==> config.mk <==
export PLATFORM = sky130hd
export DESIGN_NAME = pow_seq_unit
export DESIGN_NICKNAME = d
export VERILOG_FILES = /design/src/rtl/pow_seq_unit.sv
export SDC_FILE = /design/constraint.sdc
export NUM_CORES = 1
export LEC_CHECK = 0
export BUFFER_PORTS_ARGS = -buffer_cell sky130_fd_sc_hd__buf_2
export CAP_MARGIN = 5
export CORE_MARGIN = 2
export CORE_UTILIZATION = 45
export CTS_CLUSTER_DIAMETER = 200
export DETAILED_ROUTE_END_ITERATION = 6
export GPL_TIMING_DRIVEN = 0
export MAX_ROUTING_LAYER = met4
export PLACE_DENSITY = 0.68
export SLEW_MARGIN = 30
export SYNTH_ARGS = -nofsm -noshare
export SYNTH_HDL_FRONTEND = slang
export SYNTH_SLANG_ARGS = --single-unit
export TNS_END_PERCENT = 30
==> constraint.sdc <==
create_clock -name clk -period 8.21 [get_ports clk]
set_input_delay 1.642 -clock clk [delete_from_list [all_inputs] [get_ports clk]]
set_output_delay 1.642 -clock clk [all_outputs]
set_load 0.03 [all_outputs]
==> src/rtl/pow_seq_unit.sv <==
// Sequential integer power unit computing a ** b (Verilog semantics, truncated to WIDTH)
// by square-and-multiply. Optional undefined-result flag enabled by macro POW_UNDEF_FLAG_EN.
module pow_seq_unit #(
  parameter int WIDTH     = 8,
  parameter int EXP_WIDTH = 8
) (
  input  logic                 clk,
  input  logic                 rst,
  input  logic                 in_valid,
  output logic                 in_ready,
  input  logic [WIDTH-1:0]     in_a,
  input  logic [EXP_WIDTH-1:0] in_b,
  input  logic                 in_a_signed,
  input  logic                 in_b_signed,
  output logic                 out_valid,
  input  logic                 out_ready,
  output logic [WIDTH-1:0]     out_y,
  output logic                 out_undef
);

  typedef enum logic [1:0] {IDLE, RUN, DONE} state_t;

  state_t               r_state;
  state_t               w_next;
  logic [WIDTH-1:0]     r_acc;
  logic [WIDTH-1:0]     r_base;
  logic [EXP_WIDTH-1:0] r_exp;
  logic [EXP_WIDTH-1:0] w_exp_shift;
  logic [WIDTH-1:0]     w_special_y;
  logic                 w_accept;
  logic                 w_b_zero;
  logic                 w_b_neg;
  logic                 w_a_zero;
  logic                 w_a_one;
  logic                 w_a_minus1;
  logic                 w_special;

  assign in_ready    = (r_state == IDLE) && !rst;
  assign w_accept    = in_valid && in_ready;
  assign w_b_zero    = (in_b == '0);
  assign w_b_neg     = in_b_signed && in_b[EXP_WIDTH-1];
  assign w_a_zero    = (in_a == '0);
  assign w_a_one     = (in_a == WIDTH'(1));
  assign w_a_minus1  = in_a_signed && (&in_a);
  assign w_special   = w_b_zero || w_b_neg;
  assign w_exp_shift = r_exp >> 1;

  // Results that need no iteration: zero exponent, or negative exponent (1/a**|b|).
  always_comb begin
    w_special_y = '0;
    if (w_b_zero || w_a_one) begin
      w_special_y = WIDTH'(1);
    end else if (w_a_minus1) begin
      w_special_y = in_b[0] ? '1 : WIDTH'(1);
    end
  end

  always_ff @(posedge clk) begin
    if (rst) begin
      r_state <= IDLE;
    end else begin
      r_state <= w_next;
    end
  end

  always_comb begin
    w_next = r_state;
    case (r_state)
      IDLE: begin
        if (w_accept) begin
          w_next = w_special ? DONE : RUN;
        end
      end
      // Stop on the edge that consumes the highest set exponent bit.
      RUN: begin
        if (w_exp_shift == '0) begin
          w_next = DONE;
        end
      end
      DONE: begin
        if (out_ready) begin
          w_next = IDLE;
        end
      end
      default: w_next = IDLE;
    endcase
  end

  always_ff @(posedge clk) begin
    if (rst) begin
      r_acc  <= '0;
      r_base <= '0;
      r_exp  <= '0;
    end else begin
      case (r_state)
        IDLE: begin
          if (w_accept) begin
            r_acc  <= w_special ? w_special_y : WIDTH'(1);
            r_base <= in_a;
            r_exp  <= in_b;
          end
        end
        RUN: begin
          if (r_exp[0]) begin
            r_acc <= r_acc * r_base;
          end
          r_base <= r_base * r_base;
          r_exp  <= w_exp_shift;
        end
        default: ;
      endcase
    end
  end

  assign out_valid = (r_state == DONE);
  assign out_y     = out_valid ? r_acc : '0;

`ifdef POW_UNDEF_FLAG_EN
  logic r_undef;

  // 0 ** negative is a division by zero, so it is reported as undefined.
  always_ff @(posedge clk) begin
    if (rst) begin
      r_undef <= 1'b0;
    end else if (w_accept) begin
      r_undef <= w_b_neg && w_a_zero;
    end
  end

  assign out_undef = out_valid && r_undef;
`else
  assign out_undef = 1'b0;
`endif

endmodule

After elaboration in Yosys (flattened, before gate mapping) --
Cells that the tools add are included.
Storage, ports and cells: word-level logic and storage cells 45, output and inout bits 11, input port bits 22, memory bits (writable) 0, bits in latches 0, ROM bits 0, register bits 26, memories 0
Operators by class: multiplexer cells 17, bitwise logic cells 0, add/sub/neg operators 0, shift-type cells 0, multipliers 2, order comparisons 0, divide/modulo/power cells 0, reductions and logical operators 15, equality and inequality tests 7
Operator list (number):
- $mux 8 | 9
- $pmux 8 s2 | 3
- $logic_not 8->1 | 2
- $mul 8x8->8 | 2
- $eq 8x1->1 const B | 1
- $mux 2 | 4
- $reduce_and 8->1 | 1
- $ne 2x2->1 const B | 3
- $pmux 2 s3 | 1
- $reduce_and 3->1 | 2
- $logic_and 1x1->1 | 4
- $eq 2x1->1 const B | 1
- $eq 2x2->1 const B | 1
- $logic_not 2->1 | 1
- $logic_or 1x1->1 | 2
- $ne 2x1->1 const B | 1
- $reduce_and 2->1 | 1
- $reduce_bool 2->1 | 1
- $logic_not 1->1 | 1

Longest topological paths before layout --
word-level depth 7, mapped depth 16, gate-level depth less buffers 15

Worst setup path after synthesis --
No wires, ideal clock.
path type input port to output port, from input rst, to output in_ready, arrival 2.635 ns, setup slack 3.933 ns, stages on the path 3, buffers on the path 2, data required time 6.568 ns, cells stage by stage clkbuf_8 -> clkbuf_1 -> nor3_1
Between the ends: cells in the longest elaborated chain, start to end 2
RTL lines:
- start, declared | RTL line 8 | input logic rst,
- $logic_not 1->1 | RTL line 38 | assign in_ready = (r_state == IDLE) && !rst;
- $logic_and 1x1->1 | RTL line 38
- end, declared | RTL line 10 | output logic in_ready,
Every way passes these cells.

Worst setup path after layout --
from register r_base[2], to register r_acc[7]
Between the ends: cells in the longest elaborated chain, start to end 3
RTL lines:
- start, declared | RTL line 26 | logic [WIDTH-1:0] r_base;
- start signal, assigned | RTL line 99 | r_base <= in_a;
- start signal, assigned | RTL line 107 | r_base <= r_base * r_base;
- $mul 8x8->8 | RTL line 105 | r_acc <= r_acc * r_base;
- $mux 8 | RTL line 104 | if (r_exp[0]) begin
- $pmux 8 s2 | RTL line 95 | case (r_state)
- end signal, assigned | RTL line 98 | r_acc <= w_special ? w_special_y : WIDTH'(1);
- end signal, assigned | RTL line 105
- end, declared | RTL line 25 | logic [WIDTH-1:0] r_acc;
Every way passes these cells. The select of a mux whose other input is x is not followed. A chain may end at the register's enable or synchronous reset.

==> metrics.txt <==
Final Non-Filler Cells=435; Layout area overhead=10.72%; fraction of layout cells with a size suffix above 1=roughly 16%; # placed instances=between 400 and 500; total number of vias=approximately 2,200; maximum number of pins on one net before global-route repair=14; Syn Std Cell Area=between 0.002 and 0.003 mm2; Yosys cell types=39; vias per cell=5.129; Power Internal=255.5 uW; Slew @ Worst Pin=about 0.54 ns; total power draw=~420 uW; most frequent cells in the layout=inv_1 (37), buf_2 (33), and2_1 (30), nand2_1 (29), ha_1 (27); Starting Density=a little under half; Mapped Cells=roughly 320; CP Launch Type=register; clock slew at reported path FFs=~0.09 ns; most frequent CP cell=fa_1; Synth Area in Simple Gates=~22%; min-delay worst type=register to register; Ant. Diodes=0; Setup CP Type=register to register; Seq pwr share=about two fifths; post_cts resized=0; fmax=between 0.2 and 0.25 GHz; Final setup viols=0; Rel. slew slack=63.99%; reg2reg setup slack=3.76 ns; CP max-delay cell=fa_1; total core area=just under 0.006 mm2; RR Endpoint=r_acc[7]; Switching Power=about 170 uW; placed wire-length estimate=around 4700 um; Hold Path Sink=r_exp[5]; R2R cell count=15; switching portion of total power=between 30% and 40%; CTS max path bufs=2; top-level I/O count=33; min Tclk post-route=about 4.5 ns; RSZ-0062 raised after global routing=no; Max Cap Viol=0; post-synthesis mux area share=slightly above 5%; initial antenna violation count=0; Clock Sinks=26; Final GP Congestion=around 0.79; Worst VDD drop=just under 0.08 mV; setup TNS=0 ns; skew final=approximately 0.00081 ns; Synth Area in Compound Gates=a little over 10%; CP Max Fanout=10; register area share after synthesis=between 10% and 20%; Die Span X=just over 80 um; Max Slew Vio Count=0; combinational fraction of design power=42.1%; Synth area leader=dfxtp_1; Port Buffer Count=31; Syn. warnings=0; largest cells by area after synthesis=dfxtp_1 (19%), fa_1 (14%), ha_1 (12%); power per cell area=137.7 mW/mm2; outcome=complete, no violations; htree depth=1; crit path DAT=between 4 and 5 ns; CTS tree=done; final layout net count=around 430; adder-cell share of the synthesized area=about a quarter; commonest non-fill, non-tap cell in the layout=inv_1; CP delay by family, top=adder cells; first-pass GRT wire length=between 10,000 and 15,000 um; vias in the first global route=2,157; final wirelength=around 6000 um; Syn Area/Cell=8.577 um2; crit-path cells=clkbuf_1 > nand2_1 > fa_1 > fa_1 > inv_1 > fa_1 > inv_1 > fa_1 > inv_1 > ha_1 > a21oi_1 > xnor3_1 > xnor3_1 > a21oi_2 > nor3_2; worst skew pair latency=about 0.27 ns; hold path cells=2; CTS root buffer=clkbuf_8; Worst Path Required=~8.4 ns; CP bufs+invs=4; critical hold path startpoint=r_exp[6]; CTS buffer count=3; post-CTS setup buffer count=0; fin crit share=54.24%; initial DRC count=59; crit end category=register; Yosys top cell area share=a little under a fifth; Post-CTS Hold Buffers=0; drt drc=0; full die area=0.006820 mm2; gr ovfl total=0; worst r2r src=r_base[2]; First-pass DRT Iterations=4; largest family of logic cells by synthesized area=adder cells; Tot GR Track Use=around 20%; WL per Instance=around 14 um; Die Y-Extent=82.59 um; Seq cells post-synth=26; Critical Path Max Stage Delay=around 0.54 ns; row count=28; power share of the clock group=about 17%; remaining antenna violation count=0; Leak=about 1.5 nW; Fin. Hold Viols=0; xor/xnor share of the synthesized area=under 10%
-- per-stage QoR --
stage / hold WS, ns / setup slack (ns) / instance area (um2) / util (%)
final: 0.5234 / 3.757 / 3077 / 51.66
after global routing: 0.5460 / 3.545 / 3077 / 51.66
after floorplan: 0.4836 / 3.933 / 2786 / -
after detailed placement: 0.5131 / 3.767 / 3035 / 50.97
after CTS: 0.5258 / 3.755 / 3077 / 51.66
after global placement: 0.5067 / 3.784 / 3035 / 50.97
-- cells in the mapped netlist, drive strengths merged --
master,instances
a211oi,14
a21o,6
a21oi,14
a311oi,5
and2,35
and2b,1
buf,6
clkbuf,13
conb,1
dfxtp,26
fa,20
ha,27
inv,37
mux2i,14
nand2,33
nand2b,2
nand3,2
nand4,2
nor2,26
nor2b,1
nor3,4
nor3b,1
nor4,4
nor4b,4
o21ai,3
xnor2,14
xnor3,2
xor2,7
-- logic make-up after synthesis --
group / count (synthesis)
AOI/OAI and AO/OA: 42
xor gates and xnor gates: 23
adders and majority gates: 47
buffers and inverters: 56
DFF: 26
muxes: 14
other: 1
and+or+nand+nor: 115
-- routing by layer --
metal  vias to the layer above  GRT usage [%]  share of wire [%]
met4                         0          3.443               0.67
li1                       1129              -                  -
met2                        46          31.45                 46
met5                         -              -                  0
met1                      1051          29.28                 51
met3                         5          1.304                2.2
-- worst max-delay path by stage --
stage | from | end | slack, ns | cells past startpoint
2_1_floorplan | rst | in_ready | 3.93 | 3
3_3_place_gp | r_base[2] | r_acc[7] | 3.78 | 15
3_5_place_dp | r_base[2] | r_acc[7] | 3.77 | 15
4_1_cts | r_base[2] | r_acc[7] | 3.75 | 15
5_1_grt | r_base[2] | r_acc[7] | 3.54 | 15
6_report | r_base[2] | r_acc[7] | 3.76 | 15
-- tightest hold or removal path: cells and delay by family, from the launching register on --
| family | cells | cell delay [ns] |
|---|---|---|
| flops | 1 | 0.33 |
| simple gates | 1 | 0.10 |
| compound gates | 1 | 0.05 |
-- flip-flops by register name, indices dropped and copies added (netlist names) --
signal	flops
r_acc	8
r_base	8
r_exp	8
r_state	2
-- layout make-up --
| type | instances | area [um2] |
|---|---|---|
| buffer | 19 | 106.4 |
| clock buffer | 3 | 41.29 |
| fill | 580 | 2879 |
| inverter | 37 | 138.9 |
| multi-input combinational | 244 | 2021 |
| sequential | 26 | 520.5 |
| tap | 75 | 93.84 |
| timing repair buffer | 31 | 155.1 |
-- power groups by stage --
stage	registers, mW	logic, mW	clock network, mW
2_1_floorplan	0.165	0.137	0
3_3_place_gp	0.175	0.175	0
3_5_place_dp	0.175	0.179	0
4_1_cts	0.172	0.180	0.0737
5_1_grt	0.175	0.204	0.0801
6_report	0.172	0.178	0.0732
Note: power is estimated with default switching activity, not from simulation.
